==> config.mk <==
export PLATFORM = sky130hd
export DESIGN_NAME = pc_fetch_unit_flat
export DESIGN_NICKNAME = d
export VERILOG_FILES = /design/src/rtl/pc_fetch_unit_if.sv /design/src/rtl/pc_fetch_unit.sv /design/src/flat_wrapper.sv
export SDC_FILE = /design/constraint.sdc
export NUM_CORES = 1
export LEC_CHECK = 0
export BUFFER_PORTS_ARGS = -buffer_cell sky130_fd_sc_hd__buf_2
export CAP_MARGIN = 0
export CORE_MARGIN = 8
export CORE_UTILIZATION = 52
export CTS_BUF_LIST = sky130_fd_sc_hd__clkbuf_4 sky130_fd_sc_hd__clkbuf_8 sky130_fd_sc_hd__clkbuf_16
export DETAILED_ROUTE_END_ITERATION = 16
export PLACE_DENSITY = 0.81
export SLEW_MARGIN = 20
export SYNTH_ARGS = -nofsm -noshare
export SYNTH_HDL_FRONTEND = slang
export SYNTH_SLANG_ARGS = --single-unit
==> constraint.sdc <==
create_clock -name clk -period 2.5 [get_ports clk]
set_clock_uncertainty 0.05 [all_clocks]
set_input_delay 0.375 -clock clk [delete_from_list [all_inputs] [get_ports clk]]
set_output_delay 0.375 -clock clk [all_outputs]
set_load 0.02 [all_outputs]
==> src/rtl/pc_fetch_unit_if.sv <==
`default_nettype none
// ============================================================================
// Module      : pc_fetch_unit_if
// Description : Bundle of signals between the instruction-fetch stage and its
//               surroundings: EX-stage redirect, hazard stall, busywait
//               instruction memory, and the IF/ID pipeline register outputs.
//   master (fetch unit) inputs : branch_sel, b_pc, stall, imem_busy,
//                                imem_readdata
//   master (fetch unit) outputs: imem_read, imem_addr, ifid_pc, ifid_pc4,
//                                ifid_instr, ifid_valid, flush
//   slave  : mirror image of master
// Revision    : 1.0 - initial release
// ============================================================================
interface pc_fetch_unit_if;
  logic        branch_sel;
  logic [31:0] b_pc;
  logic        stall;
  logic        imem_busy;
  logic [31:0] imem_readdata;
  logic        imem_read;
  logic [31:0] imem_addr;
  logic [31:0] ifid_pc;
  logic [31:0] ifid_pc4;
  logic [31:0] ifid_instr;
  logic        ifid_valid;
  logic        flush;

  modport master (
    input  branch_sel, b_pc, stall, imem_busy, imem_readdata,
    output imem_read, imem_addr, ifid_pc, ifid_pc4, ifid_instr, ifid_valid,
           flush
  );

  modport slave (
    output branch_sel, b_pc, stall, imem_busy, imem_readdata,
    input  imem_read, imem_addr, ifid_pc, ifid_pc4, ifid_instr, ifid_valid,
           flush
  );
endinterface
`default_nettype wire

==> src/rtl/pc_fetch_unit.sv <==
`default_nettype none
// ============================================================================
// Module      : pc_fetch_unit
// Description : RV32IM instruction-fetch stage. Owns the PC, drives a busywait
//               instruction memory and loads the IF/ID register. Redirects
//               from EX squash the wrong-path fetch; a redirect arriving while
//               the memory is busy parks the target and waits (DRAIN) for the
//               abandoned access to finish before fetching the target.
//   clk  : clock, rising edge
//   rst  : synchronous active-high reset
//   bus  : pc_fetch_unit_if.master (redirect, stall, imem, IF/ID, flush)
// Revision    : 1.0 - initial release
// ============================================================================
module pc_fetch_unit #(
  parameter logic [31:0] RESET_PC  = 32'h0000_0000,
  parameter logic [31:0] NOP_INSTR = 32'h0000_0013
) (
  input  wire              clk,
  input  wire              rst,
  pc_fetch_unit_if.master  bus
);

  localparam logic [0:0] ST_FETCH = 1'b0;
  localparam logic [0:0] ST_DRAIN = 1'b1;

  logic [0:0]  r_state;
  logic [31:0] r_pc;
  logic [31:0] r_redir_pc;
  logic [31:0] r_ifid_pc;
  logic [31:0] r_ifid_pc4;
  logic [31:0] r_ifid_instr;
  logic        r_ifid_valid;

  // Redirect targets are always word aligned.
  logic [31:0] w_target;
  assign w_target = {bus.b_pc[31:2], 2'b00};

  always_ff @(posedge clk) begin
    if (rst) begin
      r_state      <= ST_FETCH;
      r_pc         <= RESET_PC;
      r_redir_pc   <= 32'h0000_0000;
      r_ifid_pc    <= 32'h0000_0000;
      r_ifid_pc4   <= 32'h0000_0000;
      r_ifid_instr <= NOP_INSTR;
      r_ifid_valid <= 1'b0;
    end else begin
      case (r_state)
        ST_FETCH: begin
          if (bus.branch_sel) begin
            r_ifid_valid <= 1'b0;
            r_ifid_instr <= NOP_INSTR;
            if (bus.imem_busy) begin
              // Memory is mid-access on the wrong path: it keeps its latched
              // address, so park the target until the access completes.
              r_redir_pc <= w_target;
              r_state    <= ST_DRAIN;
            end else begin
              r_pc <= w_target;
            end
          end else if (bus.stall) begin
            // Hold everything; returned data is dropped and refetched later.
          end else if (bus.imem_busy) begin
            r_ifid_valid <= 1'b0;
            r_ifid_instr <= NOP_INSTR;
          end else begin
            r_ifid_pc    <= r_pc;
            r_ifid_pc4   <= r_pc + 32'd4;
            r_ifid_instr <= bus.imem_readdata;
            r_ifid_valid <= 1'b1;
            r_pc         <= r_pc + 32'd4;
          end
        end
        ST_DRAIN: begin
          // Whatever the abandoned access returns is wrong-path data.
          r_ifid_valid <= 1'b0;
          r_ifid_instr <= NOP_INSTR;
          if (bus.branch_sel) begin
            if (bus.imem_busy) begin
              r_redir_pc <= w_target;
            end else begin
              r_pc    <= w_target;
              r_state <= ST_FETCH;
            end
          end else if (!bus.imem_busy) begin
            r_pc    <= r_redir_pc;
            r_state <= ST_FETCH;
          end
        end
        default: begin
          r_state <= ST_FETCH;
        end
      endcase
    end
  end

  assign bus.imem_read  = ~rst;
  assign bus.imem_addr  = r_pc;
  assign bus.flush      = bus.branch_sel & ~rst;
  assign bus.ifid_pc    = r_ifid_pc;
  assign bus.ifid_pc4   = r_ifid_pc4;
  assign bus.ifid_instr = r_ifid_instr;
  assign bus.ifid_valid = r_ifid_valid;

endmodule
`default_nettype wire

==> src/flat_wrapper.sv <==
// flat-port wrapper written by rule: the top's interface ports become plain ports
module pc_fetch_unit_flat 
#(
  parameter logic [31:0] RESET_PC  = 32'h0000_0000,
  parameter logic [31:0] NOP_INSTR = 32'h0000_0013
)
  (clk, rst, bus_branch_sel, bus_b_pc, bus_stall, bus_imem_busy, bus_imem_readdata, bus_imem_read, bus_imem_addr, bus_ifid_pc, bus_ifid_pc4, bus_ifid_instr, bus_ifid_valid, bus_flush);
  pc_fetch_unit_if bus_i ();
  input  wire clk;
  input  wire rst;
  input wire logic [$bits(bus_i.branch_sel)-1:0] bus_branch_sel;
  input wire logic [$bits(bus_i.b_pc)-1:0] bus_b_pc;
  input wire logic [$bits(bus_i.stall)-1:0] bus_stall;
  input wire logic [$bits(bus_i.imem_busy)-1:0] bus_imem_busy;
  input wire logic [$bits(bus_i.imem_readdata)-1:0] bus_imem_readdata;
  output wire logic [$bits(bus_i.imem_read)-1:0] bus_imem_read;
  output wire logic [$bits(bus_i.imem_addr)-1:0] bus_imem_addr;
  output wire logic [$bits(bus_i.ifid_pc)-1:0] bus_ifid_pc;
  output wire logic [$bits(bus_i.ifid_pc4)-1:0] bus_ifid_pc4;
  output wire logic [$bits(bus_i.ifid_instr)-1:0] bus_ifid_instr;
  output wire logic [$bits(bus_i.ifid_valid)-1:0] bus_ifid_valid;
  output wire logic [$bits(bus_i.flush)-1:0] bus_flush;
  assign bus_i.branch_sel = bus_branch_sel;
  assign bus_i.b_pc = bus_b_pc;
  assign bus_i.stall = bus_stall;
  assign bus_i.imem_busy = bus_imem_busy;
  assign bus_i.imem_readdata = bus_imem_readdata;
  assign bus_imem_read = bus_i.imem_read;
  assign bus_imem_addr = bus_i.imem_addr;
  assign bus_ifid_pc = bus_i.ifid_pc;
  assign bus_ifid_pc4 = bus_i.ifid_pc4;
  assign bus_ifid_instr = bus_i.ifid_instr;
  assign bus_ifid_valid = bus_i.ifid_valid;
  assign bus_flush = bus_i.flush;
  pc_fetch_unit #(.RESET_PC(RESET_PC), .NOP_INSTR(NOP_INSTR)) u_core (.clk(clk), .rst(rst), .bus(bus_i));
endmodule
==> run summary, run 1 <==
I/O pin total: 200
Setup TNS: 0 ps
Pin count of the biggest net entering global routing: 118
Seq/Total Area, Yosys: 45.9%
Status: complete, no violations
GRT Total Usage: 23.1%
Synthesized flop and latch total: 158
WS Path Type: reg2reg
Nets@finish: 1092
Design area: 0.00866 mm²
CP Data Arrival Time: 2490 ps
Static Leak: 3.59 nW
Critical path cell sequence: ha_1 -> nand3_1 -> nor2_1 -> nand4_1 -> xor2_1 -> a211oi_2
Post-synth EDFFs: 0
Ys flop type: dfxtp_1
Maximum fanout along the worst path: 6
Core area: 0.0131 mm²
Final WS setup: 300 ps
Max-cap violations: 0
RD Place Congestion: 0.903
Vias: 6704
PostCTS Resize Cnt: 0
Buf/Inv on CP: 0
Synthesized cell area: 0.00689 mm²
Final Power: 6.03 mW
Final period util: 88.0%
Worst-Margin Slew: 675 ps
Avg WL per Cell: 17.0 µm
Placed cell area: 0.00807 mm²
Clock slew at reported path FFs: 70 ps
Share of cells above drive strength 1: 27.5%
Via density: 5.54
Async S/R FF share, synth: 0%
Initial core utilization: 52.7%
Ys Warns: 0
Initial antenna violation count: 0
Largest cells by area after synthesis: dfxtp_1 46%, nand2_1 8.8%, a21oi_1 6.5%, nor2_1 5.0%, a22oi_1 3.5%
Worst EP required: 2790 ps
Fmax: 0.455 GHz
CP Capture Type: register
DP Worst Slack: 362 ps
GR Util met2: 35.5%
Slowest CP cell: dfxtp_1
Routed Antenna Nets: 0
# hold bufs at CTS: 0
Antenna cells: 0
Post-CTS setup buffers: 0
Max-slew violations: 0
Vias in the first global route: 6143
Synthesized area per cell: 8.11 µm²
CP Launch Type: register
HPWL after detailed placement: 14.8 mm
First-pass GRT wire length: 32.9 mm
Die Y: 131 µm
GRT overflow: 0
Worst VDD drop: 0.430 mV
IO Port Bufs: 197
Area share of the largest cell type after synthesis: 45.9%
Max clock buf depth: 2
Most common cell after layout, fill and taps aside: buf_2
Row count: 42
WHS: 137 ps
Drt pass-1 iters: 5
Total detailed-routing wirelength: 20.6 mm
DRC Markers: 0
Pwr per Cell Area: 696 mW/mm²
Synthesis-to-finish area growth: 25.7%
Hold Fails Final Rpt: 0
Inst Count DP: 1179
GRT busiest layer: met2
Total CTS buffers: 17
Root Driver: clkbuf_16
Worst hold path class: in2reg
Largest area contributor in the netlist: dfxtp_1
Met1 usage: 30.5%
Final setup fails: 0
CP top delay family: simple AND/OR/NAND/NOR gates
Final min period: 2200 ps
Max_slew headroom: 54.6%
Synth unique cells: 57
Die W: 131 µm
Crit-path max cell delay: 430 ps
Clock tree from TritonCTS: done
Unrepaired setup endpoints after global routing: false
Commonest non-fill, non-tap cells in the layout: 196 x buf_2, 161 x nand2_1, 158 x dfxtp_1
Synth Instances: 850
Clock Sinks: 158
Syn nets: 920
Clock Latency Late Sink: 430 ps
Met3 usage: 5.91%
H-tree depth: 4
DR iter-0 viols: 547
Core Util, Final: 66.2%
Layout Cells excl Fill: 1211
Die ar.: 0.0172 mm²
## final cells by class
| type | count | area, µm² |
|---|---|---|
| multi-input combinational | 604 | 3360 |
| timing repair buffer | 232 | 1290 |
| clock buffer | 21 | 468 |
| fill | 1138 | 4420 |
| sequential | 158 | 3160 |
| clock inverter | 11 | 129 |
| inverter | 9 | 33.8 |
| tap | 176 | 220 |
## Yosys cell counts, types with 2 or more instances
| cell type | number |
|---|---|
| o221a_2 | 3 |
| nor2b_1 | 2 |
| o22ai_1 | 6 |
| xor2_1 | 18 |
| o221ai_1 | 5 |
| nor2_1 | 91 |
| nand3_1 | 28 |
| nand2_1 | 161 |
| a311o_1 | 3 |
| nand3b_1 | 4 |
| clkbuf_1 | 54 |
| o211ai_1 | 9 |
| buf_4 | 6 |
| dfxtp_1 | 158 |
| and2_1 | 5 |
| and3_1 | 7 |
| a22oi_1 | 32 |
| nor4_1 | 2 |
| nand4_2 | 3 |
| o31a_1 | 2 |
| inv_1 | 8 |
| or3_1 | 5 |
| a311oi_1 | 2 |
| a21oi_1 | 89 |
| xnor2_1 | 10 |
| nor3b_1 | 2 |
| a211oi_1 | 27 |
| buf_1 | 2 |
| o21ai_0 | 19 |
| buf_2 | 16 |
| mux2i_1 | 6 |
| nor3_2 | 2 |
| a31oi_1 | 8 |
| nor3_1 | 12 |
| a211oi_2 | 5 |
| nand4_1 | 11 |
| o311ai_0 | 7 |
## path summary, 6_finish.rpt
check,end,depth (start not counted),slack [ps],startpoint
setup / recovery,u_core.bus.ifid_pc4[30],6,300,u_core.bus.imem_addr[3]
hold reg to reg,u_core.bus.ifid_pc[28],2,400,u_core.bus.ifid_pc[28]
hold / removal,u_core.bus.ifid_instr[1],3,140,bus_imem_readdata[1]
setup reg to reg,u_core.bus.ifid_pc4[30],6,300,u_core.bus.imem_addr[3]
## worst register-to-register path, cell delays in order (launching register included)
cell	delay [ps]
dfxtp_1	430
ha_1	280
nand3_1	280
nor2_1	420
nand4_1	230
xor2_1	200
a211oi_2	230
## flip-flops by register name (all words and copies together), names as in the netlist
signal	flops
u_core.bus.imem_addr	32
u_core.r_redir_pc	30
u_core.r_state	1
u_core.bus.ifid_pc4	32
u_core.bus.ifid_pc	30
u_core.bus.ifid_valid	1
u_core.bus.ifid_instr	32
## cell families (layout without fill, tap and decap cells)
group,Yosys count,count (layout),share of synthesized area [%]
AO/OA/AOI/OAI,225,225,21.5
buffers and inverters,88,273,5.52
multiplexers,7,7,1.03
flip-flops,158,158,45.9
adder cells (fa/ha/maj),1,1,0.181
XOR/XNOR,28,28,3.56
AND/OR/NAND/NOR,343,343,22.3
## power breakdown
part / total (mW) / switching [mW] / internal (mW)
Sequential: 2.71 / 0.0980 / 2.61
Combinational: 0.717 / 0.457 / 0.260
Clock: 2.60 / 1.04 / 1.56
## metal layers
metal,up-vias,wire length [µm]
met5,-,0
met4,0,433
met3,35,1640
met2,294,9360
met1,3046,9200
li1,3329,-
No activity file was read; power rests on OpenSTA's default activity.
==> inputs of run 2 (changes only) <==
--- a/config.mk
+++ b/config.mk
@@ -13,2 +13,3 @@
 export DETAILED_ROUTE_END_ITERATION = 16
+export GPL_ROUTABILITY_DRIVEN = 0
 export PLACE_DENSITY = 0.81
--- a/constraint.sdc
+++ b/constraint.sdc
@@ -4,2 +4,2 @@
 set_output_delay 0.375 -clock clk [all_outputs]
-set_load 0.02 [all_outputs]
+set_load 0.01 [all_outputs]
==> run summary, run 2 (synthesis results as in run 1) <==
Status: complete, no violations
Max-slew violations: 0 (unchanged)
Max-cap violations: 0 (unchanged)
CP Launch Type: register
Max clock buf depth: 2 (unchanged)
WHS: 142 ps (+5.32 ps)
Most common cell after layout, fill and taps aside: buf_2
Final setup fails: 0 (unchanged)
Total CTS buffers: 17 (unchanged)
Vias: 6799 (+1.4%)
Max_slew headroom: 52.2% (-2.3 points)
Vias in the first global route: 6444 (+4.9%)
Fillers: 1127 (-0.97%)
Worst EP required: 2780 ps (about the same)
Core area: 0.0131 mm² (unchanged)
Clock Sinks: 158 (unchanged)
Clock slew at reported path FFs: 60 ps (about the same)
Row count: 42 (unchanged)
Avg WL per Cell: 17.2 µm (+0.93%)
IO Port Bufs: 197 (unchanged)
Initial antenna violation count: 0 (unchanged)
DR iter-0 viols: 653 (+19%)
HPWL after detailed placement: 14.9 mm (+1.0%)
Routed Antenna Nets: 0 (unchanged)
Pwr per Cell Area: 673 mW/mm² (-3.2%)
Die ar.: 0.0172 mm² (unchanged)
Antenna cells: 0 (unchanged)
CP Data Arrival Time: 2480 ps (about the same)
Root Driver: clkbuf_16
Crit-path max cell delay: 420 ps (about the same)
Buf/Inv on CP: 0 (unchanged)
GRT overflow: 0 (unchanged)
Clock Latency Late Sink: 420 ps (about the same)
Worst hold path class: in2reg
First-pass GRT wire length: 33.7 mm (+2.4%)
Design area: 0.00862 mm² (-0.53%)
Fmax: 0.453 GHz (-0.27%)
DRC Markers: 0 (unchanged)
Worst VDD drop: 0.424 mV (-1.5%)
Pin count of the biggest net entering global routing: 118 (unchanged)
Static Leak: 3.56 nW (-0.85%)
CP Capture Type: register
Total detailed-routing wirelength: 20.8 mm (+0.77%)
Final min period: 2210 ps (+5.94 ps)
Hold Fails Final Rpt: 0 (unchanged)
Die W: 131 µm (unchanged)
PostCTS Resize Cnt: 0 (unchanged)
Placed cell area: 0.00806 mm² (about the same)
CP top delay family: simple AND/OR/NAND/NOR gates
Die Y: 131 µm (unchanged)
Worst-Margin Slew: 714 ps (+38.4 ps)
Final Power: 5.80 mW (-3.8%)
I/O pin total: 200 (unchanged)
Maximum fanout along the worst path: 6 (unchanged)
# hold bufs at CTS: 0 (unchanged)
Slowest CP cell: nor2_1
Critical path cell sequence: ha_1 -> nand3_1 -> nor2_1 -> nand4_1 -> xnor2_1 -> a211oi_1
Via density: 5.62 (+1.6%)
GRT Total Usage: 23.6% (+0.55 points)
Synthesis-to-finish area growth: 25.0%
Unrepaired setup endpoints after global routing: false
Post-CTS setup buffers: 0 (unchanged)
H-tree depth: 4 (unchanged)
Drt pass-1 iters: 5 (unchanged)
Initial core utilization: 52.7% (unchanged)
Final period util: 88.2% (+0.24 points)
DP Worst Slack: 350 ps (-12.3 ps)
Share of cells above drive strength 1: 27.4% (-0.14 points)
Final WS setup: 294 ps (-5.94 ps)
WS Path Type: reg2reg
Nets@finish: 1091 (-0.092%)
Commonest non-fill, non-tap cells in the layout: 196 x buf_2, 161 x nand2_1, 158 x dfxtp_1
Clock tree from TritonCTS: done
Setup TNS: 0 ps (unchanged)
==> run 2: final timing paths <==
check	startpoint	endpoint	slack, ps	cells after the start
hold reg to reg	u_core.bus.ifid_pc[29]	u_core.bus.ifid_pc[29]	400	2
setup reg to reg	u_core.bus.imem_addr[3]	u_core.bus.ifid_pc4[22]	290	6
setup / recovery	u_core.bus.imem_addr[3]	u_core.bus.ifid_pc4[22]	290	6
hold / removal	bus_imem_readdata[1]	u_core.bus.ifid_instr[1]	140	3
==> run 2: cell type report <==
cell class | instances | area, µm² | share of cell area, %
multi-input combinational | 604 | 3360 | 39.0
sequential | 158 | 3160 | 36.7
timing repair buffer | 231 | 1280 | 14.9
clock buffer | 21 | 468 | 5.43
tap | 176 | 220 | 2.56
clock inverter | 10 | 90.1 | 1.05
inverter | 9 | 33.8 | 0.392
==> run 2: power breakdown <==
group	leakage, nW	switching [mW]	total, mW	internal (mW)
combinational	2.00	0.404	0.663	0.258
sequential	1.29	0.0985	2.71	2.62
clock	0.272	0.990	2.42	1.43
==> run 2: tightest hold or removal path, delay by kind of cell <==
| family | cells | cell delay (ps) |
|---|---|---|
| AOI/OAI and AO/OA | 1 | 70 |
| buffers and inverters | 1 | 70 |
| and+or+nand+nor | 1 | 60 |
==> run 2: metrics by stage <==
step	util [%]	cells
4_1_cts	65.9	1209
3_3_place_gp	61.6	1178
5_1_grt	65.9	1209
3_5_place_dp	61.6	1178
2_1_floorplan	-	850
6_report	65.9	1209
==> run 2: metal layers <==
metal	GRT usage, %	vias to the layer above	share of wire, %
met5	0	-	0
met4	9.55	0	2.6
met3	5.72	49	8.1
met2	36.9	315	46
met1	30.6	3118	43
li1	-	3317	-
==> inputs of run 3 (changes only) <==
- ABC_AREA: not set -> 1
- SLEW_MARGIN: 20 -> not set
==> run summary, run 3 <==
Max-slew violations: 0 (unchanged)
Clock Sinks: 158 (unchanged)
Synthesized cell area: 0.00683 mm² (-0.91%)
Post-synth top cells: 214 x nand2_1, 158 x dfxtp_1, 116 x a21oi_1
Hold Fails Final Rpt: 0 (unchanged)
Routed Antenna Nets: 0 (unchanged)
Synth Instances: 961 (+13%)
GRT overflow: 0 (unchanged)
Root Driver: clkbuf_16
Cell depth of the worst setup path: 9 (+3)
Count leader, synth: nand2_1
FF-to-FF path depth: 9 (+3)
Max_slew headroom: 59.1% (+6.9 points)
Share of cells above drive strength 1: 22.5% (-4.9 points)
Total detailed-routing wirelength: 21.4 mm (+3.0%)
CP Data Arrival Time: 2440 ps (-40 ps)
Unrepaired setup endpoints after global routing: false
Critical path cell sequence: ha_1 -> nand2_1 -> nor2_1 -> nand2_1 -> nor2_1 -> nand2_1 -> xor2_1 -> nand2_1 -> a21oi_1
H-tree depth: 4 (unchanged)
Synthesized area per cell: 7.11 µm² (-12%)
CP top delay family: simple AND/OR/NAND/NOR gates
Syn nets: 1031 (+12%)
Layout Cells excl Fill: 1321 (+9.3%)
Design area: 0.00855 mm² (-0.74%)
Nets@finish: 1203 (+10%)
Core area: 0.0130 mm² (-0.40%)
Maximum fanout along the worst path: 6 (unchanged)
WHS: 121 ps (-20.9 ps)
Final period util: 85.5% (-2.7 points)
HPWL after detailed placement: 15.5 mm (+3.7%)
Commonest non-fill, non-tap cells in the layout: 214 x nand2_1, 197 x buf_2, 158 x dfxtp_1
Worst-Margin Slew: 613 ps (-101 ps)
Clock Latency Late Sink: 420 ps (about the same)
Clock slew at reported path FFs: 60 ps (about the same)
Slowest CP cell: dfxtp_1
Largest area contributor in the netlist: dfxtp_1
DRC Markers: 0 (unchanged)
Worst EP required: 2800 ps (+20 ps)
Clock tree from TritonCTS: done
Row count: 42 (unchanged)
Die Y: 131 µm (-0.40%)
Largest cells by area after synthesis: dfxtp_1 46%, nand2_1 12%, a21oi_1 8.5%, o21ai_0 8.4%, inv_1 5.5%
Worst hold path class: in2reg
Placed cell area: 0.00791 mm² (-1.9%)
Initial antenna violation count: 0 (unchanged)
Pwr per Cell Area: 731 mW/mm² (+8.6%)
Worst VDD drop: 0.438 mV (+3.2%)
# hold bufs at CTS: 0 (unchanged)
WS Path Type: reg2reg
Inst Count DP: 1290 (+9.5%)
Drt pass-1 iters: 5 (unchanged)
Final Power: 6.25 mW (+7.7%)
DP Worst Slack: 406 ps (+55.6 ps)
Seq/Total Area, Yosys: 46.3% (+0.42 points)
Synthesized flop and latch total: 158 (unchanged)
Final WS setup: 362 ps (+67.7 ps)
Final setup fails: 0 (unchanged)
Most common cell after layout, fill and taps aside: nand2_1
I/O pin total: 200 (unchanged)
Die W: 131 µm (-0.40%)
Pin count of the biggest net entering global routing: 73 (-38%)
CP Capture Type: register
Post-synth EDFFs: 0 (unchanged)
PostCTS Resize Cnt: 0 (unchanged)
Post-CTS setup buffers: 0 (unchanged)
Die ar.: 0.0171 mm² (-0.79%)
CP Launch Type: register
Area share of the largest cell type after synthesis: 46.3% (+0.42 points)
Antenna cells: 0 (unchanged)
Max-cap violations: 0 (unchanged)
Ys Warns: 0 (unchanged)
Avg WL per Cell: 16.2 µm (-5.8%)
Most common cell on crit path: nand2_1
Vias: 6968 (+2.5%)
DR iter-0 viols: 527 (-19%)
Vias in the first global route: 6475 (+0.48%)
Synthesis-to-finish area growth: 25.2%
Via density: 5.27 (-6.2%)
Async S/R FF share, synth: 0% (unchanged)
Hold Path Cell Cnt: 3 (unchanged)
Fillers: 1156 (+2.6%)
Crit-path max cell delay: 470 ps (+50 ps)
IO Port Bufs: 197 (unchanged)
Final min period: 2140 ps (-67.7 ps)
Synth unique cells: 29 (-49%)
Ys flop type: dfxtp_1
Static Leak: 3.96 nW (+11%)
Fmax: 0.468 GHz (+3.2%)
Initial core utilization: 52.4% (-0.27 points)
First-pass GRT wire length: 33.4 mm (-0.94%)
Setup TNS: 0 ps (unchanged)
GRT Total Usage: 25.0% (+1.4 points)
Total CTS buffers: 17 (unchanged)
Buf/Inv on CP: 0 (unchanged)
Max clock buf depth: 2 (unchanged)
Status: complete, no violations
Core Util, Final: 65.6% (-0.22 points)
## run 3: routing by layer
layer | up-vias | share of wire (%) | global-route usage (%)
met5 | - | 0 | 0
met1 | 3119 | 42 | 31.4
met3 | 43 | 10 | 6.82
li1 | 3467 | - | -
met4 | 0 | 2.5 | 10.8
met2 | 339 | 45 | 39.6
## run 3: area by class of cell
cell class                 count  area, µm²  area share (%)
clock buffer                  20        460            5.38
clock inverter                11        186            2.18
inverter                     105        394            4.61
multi-input combinational    640       3010            35.2
sequential                   158       3160            37.0
tap                          176        220            2.57
timing repair buffer         211       1120            13.0
## run 3: final timing paths
path / startpoint / to / slack, ps
worst max register to register: u_core.bus.imem_addr[3] / u_core.bus.imem_addr[22] / 360
worst max-delay path: u_core.bus.imem_addr[3] / u_core.bus.imem_addr[22] / 360
worst min register to register: u_core.r_redir_pc[17] / u_core.r_redir_pc[17] / 400
worst min-delay path: bus_imem_readdata[4] / u_core.bus.ifid_instr[4] / 120
## run 3: power by group
group          internal, mW  switching, mW  total (mW)
Clock                  1.83          0.995        2.82
Sequential             2.65         0.0958        2.74
Combinational         0.242          0.446       0.688
Total                  4.71           1.54        6.25
## run 3: cells by family (layout without fill, tap and decap cells)
kind of cell | count (synthesis) | count (layout) | share of synthesized area (%)
XOR/XNOR | 14 | 14 | 1.80
flip-flops | 158 | 158 | 46.3
adder cells (fa/ha/maj) | 1 | 1 | 0.183
AND/OR/NAND/NOR | 345 | 345 | 20.3
AO/OA/AOI/OAI | 280 | 280 | 21.8
buffers and inverters | 163 | 347 | 9.56
## run 3: worst reg2reg max path, stage by stage, from the launching register on
cell,delay (ps)
dfxtp_1,470
ha_1,300
nand2_1,80
nor2_1,110
nand2_1,170
nor2_1,320
nand2_1,120
xor2_1,230
nand2_1,80
a21oi_1,140
